### src/rtl/ps2_host_tx.sv
// ps2_host_tx: PS/2 host-to-device command transmitter.
//
// Sends one command byte to a PS/2 device: inhibits the clock line, issues a
// start bit, shifts 8 data bits LSB first, odd parity and a stop bit on the
// device's falling clock edges, then samples the device acknowledge bit.
// Lines are open drain: an *_oe output of 1 pulls the line low.
//
// Optional build macro:
//   PS2_TX_TIMEOUT_EN - when defined, a stalled device clock (no falling edge
//                       for TIMEOUT_CYCLES while in START/SHIFT/ACK) aborts
//                       the frame with an ack_err pulse. When undefined the
//                       block waits indefinitely and no timeout counter exists.
//
// Handshake: a one-cycle send pulse is accepted only while busy=0; busy rises
// the next cycle and stays high until both lines are idle again after the
// frame. Exactly one of done/ack_err pulses for one cycle per finished frame;
// a reset abandons the frame silently.
module ps2_host_tx #(
    parameter int INHIBIT_CYCLES = 5000,
    parameter int TIMEOUT_CYCLES = 750000
) (
    input  logic       Clk,
    input  logic       Reset,
    input  logic       send,
    input  logic [7:0] tx_byte,
    input  logic       psClk_in,
    input  logic       psData_in,
    output logic       psClk_oe,
    output logic       psData_oe,
    output logic       busy,
    output logic       done,
    output logic       ack_err,
    output logic [2:0] state_dbg
);

    typedef enum logic [2:0] {
        ST_IDLE      = 3'd0,
        ST_INHIBIT   = 3'd1,
        ST_START     = 3'd2,
        ST_SHIFT     = 3'd3,
        ST_ACK       = 3'd4,
        ST_WAIT_IDLE = 3'd5
    } state_t;

    localparam int              INH_W     = $clog2(INHIBIT_CYCLES + 1);
    localparam logic [INH_W-1:0] INH_LAST = INH_W'(INHIBIT_CYCLES - 1);
    localparam logic [3:0]      EDGE_MAX  = 4'd11;
    localparam logic [3:0]      EDGE_STOP = 4'd9;   // count before the stop-bit edge

    // Reject parameter values the counters cannot represent meaningfully.
    if (INHIBIT_CYCLES < 1 || TIMEOUT_CYCLES < 2) begin : g_param_check
        $error("ps2_host_tx: INHIBIT_CYCLES must be >= 1 and TIMEOUT_CYCLES >= 2");
    end

    // ------------------------------------------------------------------
    // State and datapath flops
    // ------------------------------------------------------------------
    state_t           state_q, state_d;

    logic             clk_s1_q, clk_s1_d;
    logic             clk_s2_q, clk_s2_d;
    logic             clk_prev_q, clk_prev_d;
    logic             data_s1_q, data_s1_d;
    logic             data_s2_q, data_s2_d;

    logic [INH_W-1:0] inh_cnt_q, inh_cnt_d;
    logic [3:0]       edge_cnt_q, edge_cnt_d;
    logic [9:0]       frame_q, frame_d;     // {stop, parity, data[7:0]}, bit 0 goes next
    logic             data_oe_q, data_oe_d;
    logic             done_q, done_d;
    logic             ack_err_q, ack_err_d;

    logic             fall;
    logic             inhibit_last;
    logic             timeout_hit;
    logic [3:0]       edge_cnt_inc;

    // Device clock falling edge as seen through the synchronizer.
    assign fall         = clk_prev_q & ~clk_s2_q;
    assign inhibit_last = (state_q == ST_INHIBIT) && (inh_cnt_q == INH_LAST);
    assign edge_cnt_inc = (edge_cnt_q == EDGE_MAX) ? edge_cnt_q : edge_cnt_q + 4'd1;

    // ------------------------------------------------------------------
    // Optional device-clock stall timeout
    // ------------------------------------------------------------------
`ifdef PS2_TX_TIMEOUT_EN
    localparam int TO_W = $clog2(TIMEOUT_CYCLES + 1);

    logic [TO_W-1:0] to_cnt_q, to_cnt_d;
    logic            in_frame;

    // Count cycles since the last falling edge (the edge cycle counts as one),
    // so the abort lands TIMEOUT_CYCLES after the synchronized edge.
    always_comb begin
        in_frame    = (state_q == ST_START) || (state_q == ST_SHIFT) || (state_q == ST_ACK);
        to_cnt_d    = '0;
        if (in_frame) begin
            to_cnt_d = fall ? TO_W'(1) : to_cnt_q + TO_W'(1);
        end
        timeout_hit = in_frame && !fall && (to_cnt_q == TO_W'(TIMEOUT_CYCLES - 1));
    end

    // Timeout counter register.
    always_ff @(posedge Clk or negedge Reset) begin
        if (!Reset) begin
            to_cnt_q <= '0;
        end else begin
            to_cnt_q <= to_cnt_d;
        end
    end
`else
    assign timeout_hit = 1'b0;
`endif

    // ------------------------------------------------------------------
    // Two-flop synchronizers plus edge-history flop for the device clock
    // ------------------------------------------------------------------
    // Next values of the synchronizer chain.
    always_comb begin
        clk_s1_d   = psClk_in;
        clk_s2_d   = clk_s1_q;
        clk_prev_d = clk_s2_q;
        data_s1_d  = psData_in;
        data_s2_d  = data_s1_q;
    end

    // Synchronizer registers; reset to the idle (high) line level.
    always_ff @(posedge Clk or negedge Reset) begin
        if (!Reset) begin
            clk_s1_q   <= 1'b1;
            clk_s2_q   <= 1'b1;
            clk_prev_q <= 1'b1;
            data_s1_q  <= 1'b1;
            data_s2_q  <= 1'b1;
        end else begin
            clk_s1_q   <= clk_s1_d;
            clk_s2_q   <= clk_s2_d;
            clk_prev_q <= clk_prev_d;
            data_s1_q  <= data_s1_d;
            data_s2_q  <= data_s2_d;
        end
    end

    // ------------------------------------------------------------------
    // FSM: state register
    // ------------------------------------------------------------------
    // State register.
    always_ff @(posedge Clk or negedge Reset) begin
        if (!Reset) begin
            state_q <= ST_IDLE;
        end else begin
            state_q <= state_d;
        end
    end

    // FSM: next-state logic. Falling edges only matter in START/SHIFT/ACK.
    always_comb begin
        state_d = state_q;
        case (state_q)
            ST_IDLE:      if (send) state_d = ST_INHIBIT;
            ST_INHIBIT:   if (inhibit_last) state_d = ST_START;
            ST_START:     state_d = ST_SHIFT;
            ST_SHIFT:     if (fall && (edge_cnt_q == EDGE_STOP)) state_d = ST_ACK;
            ST_ACK:       if (fall) state_d = ST_WAIT_IDLE;
            ST_WAIT_IDLE: if (clk_s2_q && data_s2_q) state_d = ST_IDLE;
            default:      state_d = ST_IDLE;
        endcase
        if (timeout_hit) begin
            state_d = ST_WAIT_IDLE;
        end
    end

    // FSM: outputs. Lines are driven straight from state so reset releases them at once.
    always_comb begin
        psClk_oe  = 1'b0;
        psData_oe = 1'b0;
        case (state_q)
            ST_INHIBIT: begin
                psClk_oe  = 1'b1;
                psData_oe = inhibit_last;   // start bit pulled low on the final inhibit cycle
            end
            ST_START:   psData_oe = 1'b1;
            ST_SHIFT:   psData_oe = data_oe_q;
            ST_ACK:     psData_oe = data_oe_q;
            default: begin
                psClk_oe  = 1'b0;
                psData_oe = 1'b0;
            end
        endcase
        busy      = (state_q != ST_IDLE);
        done      = done_q;
        ack_err   = ack_err_q;
        state_dbg = state_q;
    end

    // ------------------------------------------------------------------
    // Datapath: inhibit timer, edge counter, frame shifter, ack sampling
    // ------------------------------------------------------------------
    // Datapath next-state logic.
    always_comb begin
        inh_cnt_d  = '0;
        edge_cnt_d = edge_cnt_q;
        frame_d    = frame_q;
        data_oe_d  = data_oe_q;
        done_d     = 1'b0;
        ack_err_d  = 1'b0;
        case (state_q)
            ST_IDLE: begin
                edge_cnt_d = 4'd0;
                data_oe_d  = 1'b0;
                if (send) begin
                    // Odd parity: the parity bit makes the total count of ones odd.
                    frame_d = {1'b1, ~^tx_byte, tx_byte};
                end
            end
            ST_INHIBIT: begin
                inh_cnt_d = inh_cnt_q + INH_W'(1);
                if (inhibit_last) begin
                    data_oe_d = 1'b1;
                end
            end
            ST_START: begin
                edge_cnt_d = 4'd0;
                data_oe_d  = 1'b1;
            end
            ST_SHIFT: begin
                if (fall) begin
                    // Edge n presents frame bit n-1; the line follows one cycle later.
                    edge_cnt_d = edge_cnt_inc;
                    data_oe_d  = ~frame_q[0];
                    frame_d    = {1'b1, frame_q[9:1]};
                end
            end
            ST_ACK: begin
                if (fall) begin
                    edge_cnt_d = edge_cnt_inc;
                    if (data_s2_q) begin
                        ack_err_d = 1'b1;
                    end else begin
                        done_d = 1'b1;
                    end
                end
            end
            ST_WAIT_IDLE: data_oe_d = 1'b0;
            default:      data_oe_d = 1'b0;
        endcase
        if (timeout_hit) begin
            ack_err_d = 1'b1;
            done_d    = 1'b0;
            data_oe_d = 1'b0;
        end
    end

    // Datapath registers.
    always_ff @(posedge Clk or negedge Reset) begin
        if (!Reset) begin
            inh_cnt_q  <= '0;
            edge_cnt_q <= 4'd0;
            frame_q    <= 10'd0;
            data_oe_q  <= 1'b0;
            done_q     <= 1'b0;
            ack_err_q  <= 1'b0;
        end else begin
            inh_cnt_q  <= inh_cnt_d;
            edge_cnt_q <= edge_cnt_d;
            frame_q    <= frame_d;
            data_oe_q  <= data_oe_d;
            done_q     <= done_d;
            ack_err_q  <= ack_err_d;
        end
    end

endmodule

### config.mk
export PLATFORM = sky130hd
export DESIGN_NAME = ps2_host_tx
export DESIGN_NICKNAME = d
export VERILOG_FILES = /design/src/rtl/ps2_host_tx.sv
export SDC_FILE = /design/constraint.sdc
export NUM_CORES = 1
export LEC_CHECK = 0
export ABC_AREA = 1
export BUFFER_PORTS_ARGS = -buffer_cell sky130_fd_sc_hd__clkbuf_2
export CORE_MARGIN = 1.5
export CORE_UTILIZATION = 35
export DETAILED_ROUTE_END_ITERATION = 10
export PLACE_DENSITY = 0.63
export SYNTH_ARGS = -nofsm -noshare
export SYNTH_HDL_FRONTEND = slang
export SYNTH_SLANG_ARGS = --single-unit
### constraint.sdc
create_clock -name Clk -period 2.7 [get_ports Clk]
set_input_delay 0.405 -clock Clk [delete_from_list [all_inputs] [get_ports Clk]]
set_output_delay 0.405 -clock Clk [all_outputs]
set_load 0.02 [all_outputs]
Word-level counts from Yosys, hierarchy flattened
Index checks and enable logic that the tools add are counted.

operators by class
  equality and inequality tests = 16
  muxes and demuxes = 24
  reduce and logical (&&, ||, !) cells = 14
  $add $sub $neg = 2
  bitwise gates (word level) = 4

operator list
  operator                 count
  $mux W10                 2
  $pmux W10 S2             1
  $pmux W3 S6              1
  $mux W3                  5
  $ne A2 B2 Y1 const B     7
  $add A13 B1 Y13 const B  1
  $eq A13 B13 Y1 const B   1
  $mux W13                 1
  $mux W1                  9
  $reduce_and A3 Y1        3
  $eq A4 B4 Y1 const B     2
  $mux W4                  2
  $pmux W4 S2              1
  $reduce_xnor A8 Y1       1
  $eq A3 B2 Y1 const B     2
  $eq A3 B3 Y1 const B     2
  $reduce_and A5 Y1        1
  $add A4 B1 Y4 const B    1
  $pmux W1 S4              1
  $reduce_bool A2 Y1       2
  $reduce_or A2 Y1         2
  $eq A3 B1 Y1 const B     1
  $logic_and A1 B1 Y1      3
  $logic_not A3 Y1         1
  other kinds (5)          7

word-level totals
  bits of input ports = 13
  bits in registers = 38

Depth between registers and ports, before layout
  word-level depth = 5
  depth in mapped cells = 9
  depth with buffers taken out = 9

Worst setup path after synthesis
No wires, ideal clock.

  path kind = register to output
  start point = register state_q[1] (netlist: state_dbg[1])
  end point = output psData_oe
  required time = 2.295 ns
  data arrival time = 1.380 ns
  slack = 0.915 ns
  cell stages (with the launch flop) = 7
  buffers on the path = 1
  path through = dfrtp_1 > inv_1 > nand2_1 > nor2_1 > buf_2 > nand4_1 > nand3_1

between the ends
  longest elaborated chain between the ends = 3

RTL lines
  what                                                                      RTL line  source
  start, declared                                                           58        state_t state_q, state_d;
  start signal, assigned                                                    152       state_q <= state_d;
  $eq A3 B3 Y1, or another cell as far along                                177       case (state_q)
  $reduce_or A2 Y1 (no source line) or $logic_and A1 B1 Y1 (tied branches)  n/a
  $pmux W1 S3 *                                                             177
  end, declared                                                             29        output logic psData_oe,

Every way passes the cells marked *; elsewhere a longest branch is shown, timed or not.

Final worst setup path
  start point = register state_q[2] (netlist: state_dbg[2])
  end point = output psData_oe

Same word-level chain as after synthesis.

==> key figures <==
Run status
  – Status: completed

Floorplan
  – Core ar.: 0.005574 mm²
  – Full die area: 0.006346 mm²
  – Die height: 79.66 µm
  – Die X: 79.66 µm
  – Std-Cell Rows: 27
  – IO Pins: 21
  – Starting Density: 0.3690

Synth
  – Post-synthesis sequential area ratio: 0.4653
  – Mapped Area: 0.002057 mm²
  – Yosys cell types: 29
  – Async S/R FF share, synth: 1.000
  – Synthesized area per cell: 7.675 µm²
  – Cells after Synth: 268
  – Top FF cell, synth: dfrtp_1
  – Ys Warns: 0
  – Synth Register Bits: 38
  – Synthesized net count: 284
  – Number of synthesized flops with an enable pin: 0

Power and ir drop
  – Peak supply drop: 0.3374 mV
  – Switch Pwr: 0.0005693 W
  – Switching Share: 0.3571
  – Internal power: 0.001025 W
  – P_leak: 1.187 nW
  – Power share of the clock group: 0.230
  – Pwr/cell area: 691.1 mW/mm²
  – Gate power share: 0.310
  – Sequential fraction of design power: 0.460

STA
  – Setup_tns: 0 ns
  – Final setup vio count: 0
  – Endpoints failing hold: 0
  – RSZ-0062 raised after global routing: no
  – Minimum clock period: 2.004 ns
  – Slew @ Worst Pin: 0.9386 ns
  – Relative slew margins: 0.3742
  – Final worst-path cycle share: 0.7424
  – Fin. max-slew vios: 0
  – Final Skew: 0.005621 ns
  – WHS: 0.2063 ns
  – Max Clock Freq: 498.9 MHz
  – Final worst-path setup slack: 0.6955 ns

Critical path
  – Largest stage delay, worst path: 0.47 ns
  – Critical Path End Type: primary output
  – CP Cell Sequence: inv_2, nand3_4, nand2_4, nand2_1, nand3_1, clkbuf_2
  – CP required: 2.30 ns
  – Critical path class: register to primary output
  – Kind of cell adding the most delay to the critical path: simple AND/OR/NAND/NOR gates
  – Crit path DAT: 1.60 ns
  – CP startpoint kind: register
  – Slowest-stage cell, CP: dfrtp_1
  – Max FO, Critical Path: 19
  – CP bufs+invs: 2

Cells and area
  – Design Area, Final: 0.002307 mm²
  – Layout area overhead: 12.17%
  – Fin nets: 309
  – Post-route insts no fill: 366
  – Layout cells sized above 1: 0.1497
  – Ant diodes: 0

Clock tree
  – Worst-Skew Late Latency: 0.28 ns
  – Cts hold-fix bufs: 0
  – Clock transition at the registers of the reported paths: 0.07 ns
  – CTS Sinks: 38
  – Post-CTS Setup Bufs: 0
  – Root buffer cell: clkbuf_8
  – H-tree depth: 2
  – Post_cts resized: 0
  – CTS Buffer Depth: 2
  – CTS tree: yes
  – CTS Buf Count: 5

GRT
  – Number of global-route vias before repair: 1,580
  – GRT Util Overall: 0.1378
  – First-pass GRT wire length: 6934 µm
  – Antenna violations before repair: 0
  – Largest net degree at the start of global routing: 39
  – Grt ovf: 0

Job
  – Max-cap violations: 0

Hold path
  – HP Class: primary input to register

Drt
  – Post-Route WL: 3933 µm
  – DRT iter0 DRCs: 101
  – DRC Markers: 0
  – Via/cell ratio: 4.612
  – Detail Route met3 WL: 111 µm
  – Vias: 1,688
  – Post-DRT Antenna Nets: 0
  – Top layer reached by signal wires: met4
  – 1st-pass router iterations: 5
  – Metal2 WL: 1717 µm
  – Met1 wire length: 2073 µm
  – Drt wl/cell: 10.75 µm

Placement
  – Dpl cells: 358
  – Final GP Congestion: 0.8172
  – DP Worst Slack: 0.9873 ns
  – Placed inst area: 0.002227 mm²
  – Detailed Place HPWL: 2935 µm
  – PortBufs: 20
==> flip-flops by register name, summed over array words and instances, names as in the netlist <==
name and cells:
state_dbg 3, data_s2_q 1, clk_prev_d 1, data_oe_q 1
frame_q 10, clk_prev_q 1, ack_err 1, inh_cnt_q 13
clk_s1_q 1, edge_cnt_q 4, data_s1_q 1, done 1
==> worst paths after layout <==
path | start | end | cells past startpoint | slack (ns)
worst max-delay path | state_dbg[2] | psData_oe | 6 | 0.70
worst min-delay path | psClk_in | clk_s1_q | 1 | 0.21
worst max register to register | state_dbg[2] | frame_q[8] | 7 | 1.10
worst min register to register | clk_s1_q | clk_prev_d | 0 | 0.36
max in group asynchronous | Reset | frame_q[1] | 1 | 1.86
min in group asynchronous | Reset | inh_cnt_q[6] | 1 | 0.26
==> worst register-to-register path: stages (launching register included) <==
cell     delay [ns]
dfrtp_1        0.47
inv_2          0.13
nand3_4        0.21
nand2_1        0.19
nand3_4        0.23
a21oi_1        0.19
nand2_1        0.07
nand2_1        0.05
==> layer usage <==
layer / GRT usage / vias up
met2: 0.2085 / 21
met3: 0.02400 / 5
met5: 0 / -
li1: - / 896
met4: 0.04211 / 0
met1: 0.1994 / 766
==> cells in the final DEF (no fill, tap or decap), types with 2 or more instances in the layout <==
master     n
nand2_1   79
nand3_4    2
dfrtp_1   33
dfstp_2    5
clkbuf_8   5
o21ai_0   16
o31ai_1    2
o21ai_1    2
ha_1       3
nor3_1     6
inv_1     34
nand3_1   18
clkbuf_2  20
clkbuf_1   3
a21oi_1   10
o21a_1     2
nand2_4    2
a21oi_2    6
xor2_1     2
nor2_1    34
==> power by group through the flow <==
stage          Sequential, W  Clock, W  Combinational (W)
6_report            0.000734  0.000366           0.000494
5_1_grt             0.000750  0.000405           0.000565
4_1_cts             0.000734  0.000383           0.000501
3_5_place_dp        0.000744         0           0.000501
3_3_place_gp        0.000741         0           0.000491
2_1_floorplan       0.000741         0           0.000391
==> synthesized netlist by cell type, drive strengths merged, types with 2 or more instances <==
| cell | n | share of area |
|---|---|---|
| nor3 | 6 | 0.015 |
| xor2 | 2 | 0.0085 |
| o21ai | 18 | 0.044 |
| nor2 | 34 | 0.062 |
| o21a | 2 | 0.0073 |
| dfrtp | 33 | 0.40 |
| inv | 36 | 0.068 |
| buf | 3 | 0.013 |
| o31ai | 2 | 0.0073 |
| nand3 | 20 | 0.061 |
| ha | 3 | 0.018 |
| a21oi | 16 | 0.050 |
| dfstp | 5 | 0.064 |
| nand2 | 82 | 0.16 |
==> metrics by stage <==
stage	power [W]	utilization
2_1_floorplan	0.001132	-
3_3_place_gp	0.001232	0.3996
3_5_place_dp	0.001244	0.3996
4_1_cts	0.001618	0.4139
5_1_grt	0.001721	0.4139
6_report	0.001594	0.4139
==> kinds of logic after synthesis <==
group / after synthesis / share of synthesized area
DFF: 38 / 0.4653
xor gates and xnor gates: 3 / 0.01278
AOI/OAI and AO/OA: 40 / 0.1168
buffers and inverters: 39 / 0.08150
and+or+nand+nor: 145 / 0.3054
adders and majority gates: 3 / 0.01825
==> layout make-up <==
cell class              instances  area, µm²
flip-flops and latches         38      957.2
well taps                      72      90.09
fillers                       599       3267
inverters                      36      140.1
repair buffers                 21      107.6
multi-input cells             191      932.1
clock buffers                   8      80.08
No activity file was read; power rests on OpenSTA's default activity.
